--- config.mk ---
export PLATFORM = sky130hd
export DESIGN_NAME = load_store_unit
export DESIGN_NICKNAME = d
export VERILOG_FILES = /design/src/rtl/load_store_unit.sv
export SDC_FILE = /design/constraint.sdc
export NUM_CORES = 1
export LEC_CHECK = 0
export CORE_MARGIN = 1
export CORE_UTILIZATION = 50
export DETAILED_ROUTE_END_ITERATION = 10
export PLACE_DENSITY = 0.9
export SKIP_LAST_GASP = 1
export SYNTH_ARGS = -nofsm -noshare
export SYNTH_HDL_FRONTEND = slang
export SYNTH_SLANG_ARGS = --single-unit
--- constraint.sdc ---
create_clock -name clk -period 5.4 [get_ports clk]
set_input_delay 1.08 -clock clk [delete_from_list [all_inputs] [get_ports clk]]
set_output_delay 1.08 -clock clk [all_outputs]
set_load 0.1 [all_outputs]
--- src/rtl/load_store_unit.sv ---
// Load/store unit between the execute stage and a word-only data memory.
// Optional saturating error counter output enabled by defining LSU_ERR_CNT_EN.
module load_store_unit #(
    parameter int MEM_AW = 7
) (
    input  logic              clk,
    input  logic              reset,
    input  logic              req_valid,
    output logic              req_ready,
    input  logic              req_store,
    input  logic [1:0]        req_size,
    input  logic              req_unsigned,
    input  logic [31:0]       req_addr,
    input  logic [31:0]       req_wdata,
    output logic              rsp_valid,
    output logic              rsp_err,
    output logic [31:0]       rsp_rdata,
    output logic [MEM_AW-1:0] mem_address,
    output logic [31:0]       mem_write_data,
    output logic              mem_we2,
    input  logic [31:0]       mem_read_data
`ifdef LSU_ERR_CNT_EN
    ,
    output logic [15:0]       err_count
`endif
);

    typedef enum logic [2:0] {IDLE, RD, MRG, WR, DONE} state_t;

    state_t            state, next_state;
    logic [MEM_AW+1:0] addr_q;
    logic [1:0]        size_q;
    logic              store_q;
    logic              unsigned_q;
    logic              err_q;
    logic [15:0]       wdata_q;
    logic [31:0]       merge_q;

    logic              accept;
    logic              acc_err;
    logic [4:0]        lane_shift;
    logic [7:0]        lane_byte;
    logic [15:0]       lane_half;
    logic [31:0]       load_val;
    logic [31:0]       merge_val;

    assign accept      = req_valid & req_ready;
    assign mem_address = addr_q[MEM_AW+1:2];

    // Rejected requests never reach the memory, so the check uses the live request.
    always_comb begin
        acc_err = 1'b0;
        if (req_size == 2'b11)
            acc_err = 1'b1;
        if (req_size == 2'b01 && req_addr[0])
            acc_err = 1'b1;
        if (req_size == 2'b10 && req_addr[1:0] != 2'b00)
            acc_err = 1'b1;
        if (req_addr[31:MEM_AW+2] != '0)
            acc_err = 1'b1;
    end

    always_ff @(posedge clk or negedge reset) begin
        if (!reset)
            state <= IDLE;
        else
            state <= next_state;
    end

    always_comb begin
        next_state     = state;
        req_ready      = 1'b0;
        rsp_valid      = 1'b0;
        rsp_err        = 1'b0;
        mem_we2        = 1'b0;
        mem_write_data = '0;
        case (state)
            IDLE: begin
                req_ready = 1'b1;
                if (req_valid) begin
                    if (acc_err)
                        next_state = DONE;
                    else if (req_store && req_size == 2'b10)
                        next_state = WR;
                    else
                        next_state = RD;
                end
            end
            RD:  next_state = MRG;
            MRG: next_state = store_q ? WR : DONE;
            WR: begin
                mem_we2        = 1'b1;
                mem_write_data = merge_q;
                next_state     = DONE;
            end
            DONE: begin
                rsp_valid  = 1'b1;
                rsp_err    = err_q;
                next_state = IDLE;
            end
            default: next_state = IDLE;
        endcase
    end

    // Lane extraction for loads and lane replacement for sub-word stores.
    always_comb begin
        lane_shift = {addr_q[1:0], 3'b000};
        lane_byte  = mem_read_data[lane_shift +: 8];
        lane_half  = addr_q[1] ? mem_read_data[31:16] : mem_read_data[15:0];
        case (size_q)
            2'b00:   load_val = unsigned_q ? {24'h0, lane_byte} : {{24{lane_byte[7]}}, lane_byte};
            2'b01:   load_val = unsigned_q ? {16'h0, lane_half} : {{16{lane_half[15]}}, lane_half};
            default: load_val = mem_read_data;
        endcase
        merge_val = mem_read_data;
        if (size_q == 2'b00)
            merge_val[lane_shift +: 8] = wdata_q[7:0];
        else if (addr_q[1])
            merge_val[31:16] = wdata_q;
        else
            merge_val[15:0] = wdata_q;
    end

    always_ff @(posedge clk or negedge reset) begin
        if (!reset) begin
            addr_q     <= '0;
            size_q     <= '0;
            store_q    <= 1'b0;
            unsigned_q <= 1'b0;
            err_q      <= 1'b0;
            wdata_q    <= '0;
            merge_q    <= '0;
            rsp_rdata  <= '0;
        end else if (accept) begin
            addr_q     <= req_addr[MEM_AW+1:0];
            size_q     <= req_size;
            store_q    <= req_store;
            unsigned_q <= req_unsigned;
            err_q      <= acc_err;
            wdata_q    <= req_wdata[15:0];
            merge_q    <= req_wdata;
        end else if (state == MRG) begin
            if (store_q)
                merge_q <= merge_val;
            else
                rsp_rdata <= load_val;
        end
    end

`ifdef LSU_ERR_CNT_EN
    always_ff @(posedge clk or negedge reset) begin
        if (!reset)
            err_count <= '0;
        else if (state == DONE && err_q && err_count != 16'hFFFF)
            err_count <= err_count + 16'd1;
    end
`endif

endmodule

==> impl_metrics.csv <==
group,metric,value,unit
critical_path,reg2regPathDepth,7,
die,chipHeight,107,um
power_and_ir_drop,intPower,1.25,mW
logic_synthesis,synthArstFlopShare,1.00,
die,die_area,11400,um2
clock_network,clk_latency,0.38,ns
die,pin_count,178,
sta,setup_ws,1.55,ns
critical_path,required,4.32,ns
sta,setup_tns,0,ns
global_routing,grt_pass1_vias,5360,
global_routing,grt_pass1_wl,27400,um
routing,initialDrtViolationCount,536,
clock_network,root_buffer,"clkbuf_8",
sta,period_share,0.714,
routing,drt_wl_total,17000,um
logic_synthesis,postSynthAreaPerCell,9.05,um2
cells_and_area,fill_cells,808,
sta,grt_setup_unrepaired,"no",
power_and_ir_drop,power_frac_clock,0.269,
global_routing,grt_overflow,0,
critical_path,path_max_fanout,33,
routing,via_per_inst,6.22,
logic_synthesis,synth_area,5490,um2
sta,relSlewSlack,0.166,
sta,worstMarginPinSlew,1.25,ns
die,row_count,37,
routing,post_drt_wl_per_cell,19.2,um
logic_synthesis,ys_types,52,
sta,setup_violations,0,
power_and_ir_drop,leakagePower,3.12,nW
placement,place_ws,1.97,ns
logic_synthesis,ys_ff_latch,97,
power_and_ir_drop,total_power,1.86,mW
placement,numPortBuffers,177,
sta,maxSlewViolCount,0,
critical_path,startpoint_type,"register",
logic_synthesis,yosysWarnings,0,
clock_network,path_clk_slew,0.09,ns
critical_path,end_kind,"output pin",
critical_path,cpPeakStageDelay,1.14,ns
power_and_ir_drop,seqPwrFrac,0.464,
critical_path,cp_num_buf_inv,3,
outcome,status,"finished clean",
hold_path,hold_path.class,"register to register",
die,initial_core_util,0.523,
sta,fmax,260,MHz
global_routing,grt_use_total,0.311,
sta,hold_viol,0,
cells_and_area,n_antenna_cell,0,
die,die_x,107,um
power_and_ir_drop,vdd_ir_drop_max,193,uV
clock_network,tritoncts,"built",
critical_path,cp.depth,5,
job,drv_cap,0,
critical_path,crit_chain,"inv_1, nor3b_2, buf_4, and2_1, clkdlybuf4s50_1",
logic_synthesis,synth-seq-area-share,0.442,
global_routing,grt_max_degree,66,
routing,detail-route-antenna-nets,0,
clock_network,cts-buffers-inserted,9,
critical_path,crit_type,"register to output pin",
sta,fin_worst_skew,0.00852,ns
logic_synthesis,synthFlopType,"dfrtp_1",
cells_and_area,area_delta_synth_final,35.2,%
power_and_ir_drop,pwr-share-comb,0.267,
cells_and_area,final_nets,852,
clock_network,cts_max_level,3,
power_and_ir_drop,power.density,251,nW/um2
global_routing,grt_antenna_before_repair,0,
power_and_ir_drop,swShare,0.331,
routing,firstDrtPassIters,8,
sta,whs,0.485,ns
clock_network,cts.sinks,97,
clock_network,post_cts_resized,0,
logic_synthesis,netlist_instances,607,
power_and_ir_drop,power_switching,616,uW
hold_path,hold_path_depth,2,
placement,place_congestion,0.851,
critical_path,crit_arrival,2.77,ns
clock_network,cts_setup_buffers,0,
routing,vias,5507,
critical_path,crit_slowest_cell,"clkdlybuf4s50_1",
clock_network,cts_max_path_buffers,2,
placement,dp_hpwl,12200,um
logic_synthesis,synth-edff-count,0,
clock_network,cts_hold_buf,0,
cells_and_area,drive_gt1_frac,0.0521,
logic_synthesis,syn_nets,715,
die,coreArea,10500,um2
critical_path,cp_top_family,"buffers and inverters",
sta,fin_crit,3.85,ns
routing,drc,0,
per-layer routing:
layer	vias to the layer above	wire, um	GRT usage
met1	2655	6980	0.411
met3	53	1340	0.0511
li1	2488	-	-
met4	0	658	0.153
met2	311	8030	0.499
met5	-	0	0
cell usage after synthesis (2+ instances only):
cell	number	area [um2]
a22oi_1	17	128
mux2_2	7	78.8
ha_1	5	62.6
a21oi_1	32	160
a221oi_1	19	166
o22ai_1	8	50.1
nand2_1	118	443
a211o_1	4	35.0
buf_4	8	60.1
buf_1	13	48.8
clkbuf_1	22	82.6
a222oi_1	7	70.1
nor4_1	5	31.3
and2_1	34	213
nand3_1	32	160
nor3_1	3	15.0
buf_2	12	60.1
nor3b_1	4	30.0
a221o_1	19	190
dfrtp_1	97	2430
o21ai_0	35	175
nand2b_1	3	18.8
a22o_1	18	158
mux2i_1	23	230
inv_1	5	18.8
buf_6	2	22.5
nor2b_1	5	31.3
o32ai_1	2	17.5
nor2_1	25	93.8
tightest hold or removal path: stages (launching register included):
cell and delay (ns):
dfrtp_1 0.35, nand2_1 0.05, nand2_1 0.05
cells in the final DEF, fill, tap and decap left out, types with 7 or more instances in the layout:
cell type / count
clkdlybuf4s50_1: 176
nand2_1: 118
nor2_1: 25
and2_1: 33
a21oi_1: 32
a221oi_1: 19
mux2_2: 7
dfrtp_1: 97
buf_4: 7
a221o_1: 19
mux2i_1: 23
a22oi_1: 17
nand3_1: 32
o21ai_0: 35
a22o_1: 18
clkbuf_8: 12
o22ai_1: 8
a222oi_1: 7
cell families (layout without fill, tap and decap cells):
kind of cell             after synthesis  count (layout)  share of synthesized area
AO/OA/AOI/OAI                        169             169                      0.223
adder cells (fa/ha/maj)                5               5                     0.0114
buffers and inverters                 63             205                     0.0540
flip-flops                            97              97                      0.442
multiplexers                          31              31                     0.0604
AND/OR/NAND/NOR                      242             242                      0.210
worst paths after layout:
path,start,end,slack [ns]
setup reg to reg,addr_q[1],merge_q[16],2.28
min in group asynchronous,reset,wdata_q[10],0.74
hold / removal,addr_q[6],addr_q[6],0.49
setup / recovery,state[1],mem_write_data[17],1.55
max in group asynchronous,reset,rsp_rdata[7],3.66
hold reg to reg,addr_q[6],addr_q[6],0.49
stage by stage:
step	instance area, um2	util	instances
after floorplan	5490	-	607
after global placement	7220	0.687	869
after detailed placement	7220	0.687	869
after CTS	7430	0.707	885
after global routing	7430	0.707	885
final	7430	0.707	885
power by group through the flow:
stage	clock, mW	combinational (mW)	sequential, mW
global route	0.532	0.536	0.872
floorplan	0	0.321	0.859
global placement	0	0.482	0.874
CTS	0.510	0.494	0.861
detailed placement	0	0.492	0.875
finish	0.501	0.498	0.864
flip-flops by register name, summed over array words and instances (netlist names), 2 cells and up:
| register | cells |
|---|---|
| addr_q | 9 |
| merge_q | 32 |
| rsp_rdata | 32 |
| size_q | 2 |
| state | 3 |
| wdata_q | 16 |
cell type report:
type | instances | area, um2 | area share
repair buffers | 183 | 1810 | 0.244
multi-input cells | 447 | 2790 | 0.375
flip-flops and latches | 97 | 2430 | 0.327
inverters | 6 | 22.5 | 0.00303
well taps | 136 | 170 | 0.0229
clock inverters | 2 | 35.0 | 0.00472
clock buffers | 14 | 173 | 0.0232
No activity file was read; power rests on OpenSTA's default activity.
